## src/rtl/bitplane_accumulator_if.sv

```systemverilog
// ---------------------------------------------------------------------------
// bitplane_accumulator_if
//   Groups the input word stream, the flush handshake and the result
//   valid/ready handshake of bitplane_accumulator.
//   master : producer/consumer side (drives enable, numin, flush, out_ready)
//   slave  : accumulator side (drives flush_ready, out_valid, countout, out_ovf)
// Parameters:
//   size_input - input word width
//   size_out   - result width (signed two's complement)
// ---------------------------------------------------------------------------
interface bitplane_accumulator_if #(
    parameter int size_input = 8,
    parameter int size_out   = 12
);
    logic                  enable;
    logic [size_input-1:0] numin;
    logic                  flush;
    logic                  flush_ready;
    logic                  out_valid;
    logic                  out_ready;
    logic [size_out-1:0]   countout;
    logic                  out_ovf;

    modport master (
        output enable, numin, flush, out_ready,
        input  flush_ready, out_valid, countout, out_ovf
    );

    modport slave (
        input  enable, numin, flush, out_ready,
        output flush_ready, out_valid, countout, out_ovf
    );
endinterface

```

## src/rtl/bitplane_accumulator.sv

```systemverilog
// ---------------------------------------------------------------------------
// bitplane_accumulator
//   Counts the ones seen at each bit position of a word stream in saturating
//   per-bit counters. A flush snapshots the counts (including the word of the
//   flush cycle) and reduces them MSB-first with a shift-add into the weighted
//   sum, delivered on a valid/ready result port. Counting of the next batch
//   continues while the reduction runs.
//
// Ports:
//   clk    - rising-edge clock
//   reset  - asynchronous reset, active low
//   bus    - bitplane_accumulator_if.slave (enable/numin, flush/flush_ready,
//            out_valid/out_ready, countout, out_ovf)
//
// Build option:
//   COMP_SIGNED_EN - when defined, the MSB position counter is weighted
//                    negatively (two's-complement input words).
// ---------------------------------------------------------------------------

// One saturating ones-counter for a single bit position.
module bitplane_counter #(
    parameter int size_code = 3
) (
    input  logic                 clk,
    input  logic                 reset,
    input  logic                 enable,
    input  logic                 bit_in,
    input  logic                 clear,
    output logic [size_code-1:0] cnt_nxt,  // count including this cycle's bit
    output logic                 sat_hit   // increment attempted while full
);
    localparam logic [size_code-1:0] CMAX = '1;

    logic [size_code-1:0] cnt;

    always_comb begin
        cnt_nxt = cnt;
        sat_hit = 1'b0;
        if (enable && bit_in) begin
            if (cnt == CMAX) sat_hit = 1'b1;
            else             cnt_nxt = cnt + 1'b1;
        end
    end

    // A clear (flush accepted) wins: that cycle's bit goes into the snapshot.
    always_ff @(posedge clk or negedge reset) begin
        if (!reset)     cnt <= '0;
        else if (clear) cnt <= '0;
        else            cnt <= cnt_nxt;
    end
endmodule

module bitplane_accumulator #(
    parameter int size_input = 8,
    parameter int size_code  = 3,
    parameter int size_out   = size_input + size_code + 1
) (
    input  logic                    clk,
    input  logic                    reset,
    bitplane_accumulator_if.slave   bus
);
    localparam int KW = $clog2(size_input);

    typedef enum logic [1:0] {IDLE, REDUCE, DONE} state_t;

    state_t state, state_nxt;

    logic [size_input-1:0][size_code-1:0] cnt_nxt;
    logic [size_input-1:0][size_code-1:0] snap;
    logic [size_input-1:0]                sat_hit;
    logic                                 ovf_sticky, ovf_nxt, snap_ovf;
    logic [KW-1:0]                        k;
    logic [size_out-1:0]                  acc, acc_step, w;
    logic                                 accept, last_step;

    // ---------------- per-bit counters ----------------
    for (genvar i = 0; i < size_input; i++) begin : g_cnt
        bitplane_counter #(.size_code(size_code)) u_cnt (
            .clk     (clk),
            .reset   (reset),
            .enable  (bus.enable),
            .bit_in  (bus.numin[i]),
            .clear   (accept),
            .cnt_nxt (cnt_nxt[i]),
            .sat_hit (sat_hit[i])
        );
    end

    assign accept          = bus.flush && (state == IDLE);
    assign last_step       = (state == REDUCE) && (k == '0);
    assign ovf_nxt         = ovf_sticky | (|sat_hit);
    assign bus.flush_ready = (state == IDLE);

    // ---------------- reduction step (Horner, MSB first) ----------------
    always_comb begin
        w = {{(size_out-size_code){1'b0}}, snap[k]};
`ifdef COMP_SIGNED_EN
        // Sign-bit position carries weight -2^(size_input-1).
        if (k == KW'(size_input-1)) w = -w;
`endif
        acc_step = {acc[size_out-2:0], 1'b0} + w;
    end

    // ---------------- FSM ----------------
    always_ff @(posedge clk or negedge reset) begin
        if (!reset) state <= IDLE;
        else        state <= state_nxt;
    end

    always_comb begin
        state_nxt = state;
        case (state)
            IDLE:    if (accept)                       state_nxt = REDUCE;
            REDUCE:  if (last_step)                    state_nxt = DONE;
            DONE:    if (bus.out_valid && bus.out_ready) state_nxt = IDLE;
            default:                                   state_nxt = IDLE;
        endcase
    end

    // ---------------- datapath ----------------
    always_ff @(posedge clk or negedge reset) begin
        if (!reset) begin
            ovf_sticky    <= 1'b0;
            snap          <= '0;
            snap_ovf      <= 1'b0;
            k             <= '0;
            acc           <= '0;
            bus.countout  <= '0;
            bus.out_ovf   <= 1'b0;
            bus.out_valid <= 1'b0;
        end else begin
            ovf_sticky <= accept ? 1'b0 : ovf_nxt;

            if (accept) begin
                snap     <= cnt_nxt;
                snap_ovf <= ovf_nxt;
                k        <= KW'(size_input-1);
                acc      <= '0;
            end else if (state == REDUCE) begin
                acc <= acc_step;
                k   <= k - 1'b1;
            end

            if (last_step) begin
                bus.countout  <= acc_step;
                bus.out_ovf   <= snap_ovf;
                bus.out_valid <= 1'b1;
            end else if (bus.out_valid && bus.out_ready) begin
                bus.out_valid <= 1'b0;
            end
        end
    end
endmodule

```

## src/flat_wrapper.sv

```systemverilog
// flat-port wrapper written by rule: the top's interface ports become plain ports
module bitplane_accumulator_flat 
#(
    parameter int size_input = 8,
    parameter int size_code  = 3,
    parameter int size_out   = size_input + size_code + 1
)
  (clk, reset, bus_enable, bus_numin, bus_flush, bus_out_ready, bus_flush_ready, bus_out_valid, bus_countout, bus_out_ovf);
  bitplane_accumulator_if #(.size_input(size_input), .size_out(size_out)) bus_i ();
  input  logic clk;
  input  logic reset;
  input wire logic [$bits(bus_i.enable)-1:0] bus_enable;
  input wire logic [$bits(bus_i.numin)-1:0] bus_numin;
  input wire logic [$bits(bus_i.flush)-1:0] bus_flush;
  input wire logic [$bits(bus_i.out_ready)-1:0] bus_out_ready;
  output wire logic [$bits(bus_i.flush_ready)-1:0] bus_flush_ready;
  output wire logic [$bits(bus_i.out_valid)-1:0] bus_out_valid;
  output wire logic [$bits(bus_i.countout)-1:0] bus_countout;
  output wire logic [$bits(bus_i.out_ovf)-1:0] bus_out_ovf;
  assign bus_i.enable = bus_enable;
  assign bus_i.numin = bus_numin;
  assign bus_i.flush = bus_flush;
  assign bus_i.out_ready = bus_out_ready;
  assign bus_flush_ready = bus_i.flush_ready;
  assign bus_out_valid = bus_i.out_valid;
  assign bus_countout = bus_i.countout;
  assign bus_out_ovf = bus_i.out_ovf;
  bitplane_accumulator #(.size_input(size_input), .size_code(size_code), .size_out(size_out)) u_core (.clk(clk), .reset(reset), .bus(bus_i));
endmodule
```

## config.mk

```make
export PLATFORM = sky130hd
export DESIGN_NAME = bitplane_accumulator_flat
export DESIGN_NICKNAME = d
export VERILOG_FILES = /design/src/rtl/bitplane_accumulator_if.sv /design/src/rtl/bitplane_accumulator.sv /design/src/flat_wrapper.sv
export SDC_FILE = /design/constraint.sdc
export NUM_CORES = 1
export LEC_CHECK = 0
export CAP_MARGIN = 20
export CORE_ASPECT_RATIO = 0.6
export CORE_MARGIN = 5
export CORE_UTILIZATION = 66
export CTS_BUF_LIST = sky130_fd_sc_hd__clkbuf_8
export CTS_CLUSTER_DIAMETER = 60
export DETAILED_ROUTE_END_ITERATION = 10
export PLACE_DENSITY = 0.86
export SLEW_MARGIN = 10
export SYNTH_ARGS = -nofsm -noshare
export SYNTH_HDL_FRONTEND = slang
export SYNTH_HIERARCHICAL = 1
export SYNTH_SLANG_ARGS = --single-unit
```

## constraint.sdc

```tcl
create_clock -name clk -period 6.3 [get_ports clk]
set_input_delay 1.26 -clock clk [delete_from_list [all_inputs] [get_ports clk]]
set_output_delay 1.26 -clock clk [all_outputs]
set_load 0.01 [all_outputs]
```

# After elaboration in Yosys (flattened, before gate mapping)
# Cells that the tools add are included.
# word_totals
regBits	80
out_inout_bits	15
inputBits	13
wordCells	119
# op_classes
bitwise	1
magnitude_cmp	1
n_eq_ne	13
reduce_logical	17
add_sub_neg	10
muxes	53
# op_table
operator	n
$mux 3	27
$add 3x1->3 const B	8
$eq 3x3->1 const B	8
$mux 11	2
$mux 1	19
$add 12x3->12	1
$logic_and 1x1->1	11
$bmux 3 s3	1
$reduce_or 8->1	1
$mux 2	3
$ne 2x1->1 const B	3
$pmux 2 s3	1
$lt 3x4->1 const B	1
$reduce_bool 2->1	2
$logic_not 3->1	1
$reduce_and 3->1	1
$sub 3x1->3 const B	1
$eq 2x1->1 const B	1
$eq 2x2->1 const B	1
$logic_not 2->1	1
$or 1x1->1	1

# Depth between registers and ports, before layout
# logic_depth
ltp_word	6
ltp_mapped	10
ltp_nobuf	9

# By module
# The synthesis kept the hierarchy.
# modules_own_cells
mod	cells_per_inst	seq_area_each_um2	area_per_inst_um2	n_inst
bitplane_accumulator	262	1401.3	2522.4	1
bitplane_counter	17	75.1	206.4	8

# Worst setup path before layout
# Ideal clock, no wire load.
# synth_timing
path_type	input-to-reg
from	input port bus_flush
to	register u_core.g_cnt[0].u_cnt.cnt[0]
path_buffers	1
t_required_ns	6.175
cell_stages	5
setup_time_ns	0.125
t_arrival_ns	2.284
setup_slack_ns	3.891
cell_sequence	nand2_2 inv_2 buf_2 nor2b_1 mux2_4
# synth_via
elab_chain_cells	2
# synth_rtl
element	line	source
start, declared	flat_wrapper.sv:14	input wire logic [$bits(bus_i.flush)-1:0] bus_flush;
$logic_and 1x1->1	bitplane_accumulator.sv:89	assign accept = bus.flush && (state == IDLE);
net u_core.accept	bitplane_accumulator.sv:74	logic accept, last_step;
$mux 3	bitplane_accumulator.sv:48	else if (clear) cnt <= '0;
end signal, assigned	bitplane_accumulator.sv:49	else cnt <= cnt_nxt;
end, declared	bitplane_accumulator.sv:34	logic [size_code-1:0] cnt;
# The timed path passes the listed nets, and every way through them passes these cells.
# A chain may end at the register's enable or synchronous reset.

# Worst setup path in the final report
# layout_timing
from	input port bus_enable
to	register u_core.snap_ovf
# layout_via
elab_chain_cells	4
word_cells_on_any_way	18
classes_between	mux (8); bitwise (1); reduce/logical (9)
# layout_rtl
element	line	source
start, declared	flat_wrapper.sv:12	input wire logic [$bits(bus_i.enable)-1:0] bus_enable;
$logic_and 1x1->1	bitplane_accumulator.sv:39	if (enable && bit_in) begin
$mux 1	bitplane_accumulator.sv:39	
net u_core.sat_hit[4]	bitplane_accumulator.sv:70	logic [size_input-1:0] sat_hit;
$reduce_or 8->1	bitplane_accumulator.sv:91	assign ovf_nxt = ovf_sticky | (|sat_hit);
$or 1x1->1	bitplane_accumulator.sv:91	
end signal, assigned	bitplane_accumulator.sv:136	snap_ovf <= ovf_nxt;
end, declared	bitplane_accumulator.sv:71	logic ovf_sticky, ovf_nxt, snap_ovf;
# The timed path passes the listed nets, and every way through them passes these cells.

==> qor.txt <==
Status: finished, final reports clean
CTS clk-pin slew, worst paths: 80 ps
Multi-input gate area: 2091 sq um
Count of pins over their slew limit: 0
Routed length per instance: 16.34 um
Io pins: 28
Post-DR vias/cell: 5.718
FFs w/ async S/R, synth: 100.0%
Total track usage: 23.35%
Pre-CTS WS: 2586 ps
Post-synth top area cell: dfrtp_1
Power Density: 481.3 nW/um^2
WHS Path Cells: 2
Syn_nets: 424
Worst setup EP type: register
Area contributors post-synth: dfrtp_1 48%, nand2_1 9.2%, mux2_4 5.8%
Commonest non-fill, non-tap cell in the layout: nand2_1
Die W: 112.7 um
Kind of critical path: in -> reg
Top-area cell type share of the netlist area: 47.96%
Post-Route WL: 8.417 mm
Die height: 71.60 um
Peak supply drop: 270.3 uV
Clk buf depth: 2
Worst-skew pair later-pin latency: 350 ps
PortBufs: 27
Cts bufs inserted: 9
Cell variety after synth: 37
Core ar.: 6138 sq um
H-tree levels: 3
Reg area: 2002 sq um
NumNets Final: 452
Post-synthesis mux area share: 11.84%
Synth Instances: 398
CP Max Fanout: 24
Final setup vio count: 0
Setup crit start kind: input pin
Hold Vio Cnt, Final: 0
Compound-Gate Fraction of Synth Area: 8.693%
1st-iter DRT viols: 235
First-pass GRT wire length: 14.74 mm
EDFF count, synth: 0
Residual DRC: 0
Largest net degree at the start of global routing: 81
Yosys reg bits: 80
Critical Path RT: 6500 ps
Mapped Avg Cell Area: 10.49 sq um
Area Growth Syn to Fin: 13.85%
WP data arrival: 3610 ps
Diode count: 0
Starting Density: 68.00%
Post-CTS sizing: 0
Commonest cells after routing, fill and taps aside: 102 x nand2_1, 80 x dfrtp_1, 26 x clkdlybuf4s50_1
GPL Wtd Cong: 0.7871
Pin slew with the least headroom to its limit: 971.7 ps
Tmin final: 3410 ps
Final Core Density: 77.42%
# clock sinks: 80
Synth Area in Adders: 4.077%
MaxCap Viol Count: 0
Post-CTS Setup Bufs: 0
Vias in the first global route: 2,957
DR vias: 2,945
Xor and xnor fraction of the mapped netlist area: 3.567%
Part of the cycle the worst path needs: 54.13%
Layout cells sized above 1: 16.47%
Root buf cell: clkbuf_8
Hpwl dp: 5.876 mm
Grt total ovfl: 0
Filler Cell Count: 391
Fmax: 0.2933 GHz
CTS Hold Buffers Added: 0
Hold Path Class: reg -> reg
Worst Skew: 9.528 ps
Register area share after synthesis: 47.96%
Post-synth top flop: dfrtp_1
Cell Area, Synth: 4174 sq um
Setup TNS: 0 ps
Rows: 22
Setup repair after global routing missed its margin: no
Post-Synth Simple-Gate Area: 21.91%
Synth warnings: 6
TritonCTS clock tree: yes
PnR worst setup slack: 2890 ps
Final ANT Viol Nets: 0
Rel. slew slack: 35.02%
P_leak: 2.229 nW
Die area: 8067 sq um
Largest family of logic cells by synthesized area: simple AND/OR/NAND/NOR gates
Initial antenna violation count: 0
Reg2Reg Depth: 8
Drt pass-1 iters: 5
[stage by stage]
step	hold WS, ps	instance area (sq um)	power (mW)	cells
4_1_cts	473.4	4725	2.298	514
3_3_place_gp	449.7	4492	1.788	498
3_5_place_dp	455.0	4492	1.855	498
6_report	474.0	4752	2.287	515
5_1_grt	499.9	4752	2.476	515
2_1_floorplan	437.3	4174	1.581	398
[layer usage]
metal | track usage (%) | share of wire (%) | vias to the layer above
met3 | 7.004 | 6.2 | 13
met4 | 6.533 | 1.3 | 0
met5 | 0 | 0 | -
met2 | 35.63 | 46 | 78
met1 | 32.87 | 46 | 1450
li1 | - | - | 1404
[area by class of cell]
cell class	count	share of cell area, %
clock inverters	4	1.422
multi-input cells	300	44.00
inverters	7	0.5529
repair buffers	28	6.214
clock buffers	12	3.476
well taps	84	2.212
flip-flops and latches	80	42.13
[path summary, 6_finish.rpt]
kind,startpoint,end,slack (ps)
min reg2reg,u_core/snap[13]$_DFFE_PN0P_,u_core/snap[13]$_DFFE_PN0P_,470
max in group asynchronous,reset,u_core/snap[6]$_DFFE_PN0P_,4980
min in group asynchronous,reset,u_core/g_cnt[3].u_cnt/cnt[0]$_DFF_PN0_,750
min,u_core/snap[13]$_DFFE_PN0P_,u_core/snap[13]$_DFFE_PN0P_,470
max,bus_enable,u_core/snap_ovf$_DFFE_PN0P_,2890
max reg2reg,u_core/k[0]$_DFFE_PN0P_,u_core/bus.countout[8]$_DFFE_PN0P_,3430
[critical path, cell delays in order]
cell,delay (ps)
clkdlybuf4s50_1,910
and4_2,540
nor4_1,390
nand2_1,100
nor4_1,270
o21ai_0,150
[where the power goes]
| part | total (mW) | internal [mW] | switching [mW] |
|---|---|---|---|
| sequential | 0.935 | 0.732 | 0.203 |
| clock | 0.428 | 0.253 | 0.175 |
| combinational | 0.924 | 0.473 | 0.451 |
[sequential cells by signal, indices dropped and copies added (netlist names), 2 cells and up]
name,cells
u_core/g_cnt.u_cnt/cnt,24
u_core/snap,24
u_core/bus.countout,12
u_core/acc,11
u_core/k,3
u_core/state,2
[cells in the mapped netlist (all sizes together) (4+ instances only)]
cell type / n
mux4: 6
nor2: 15
nand2b: 17
dfrtp: 80
mux2: 17
nor2b: 18
nand3: 8
and4: 8
xnor2: 7
mux2i: 10
a21oi: 11
nand2: 111
ha: 12
a31o: 8
inv: 7
nor3: 4
clkbuf: 5
buf: 6
xor2: 10
o21ai: 25
[logic make-up after synthesis]
kind of cell,Yosys count
AOI/OAI and AO/OA,47
buffers and inverters,18
muxes,33
DFF,80
adders and majority gates,13
and+or+nand+nor,190
xor gates and xnor gates,17
Note: power is estimated with default switching activity, not from simulation.
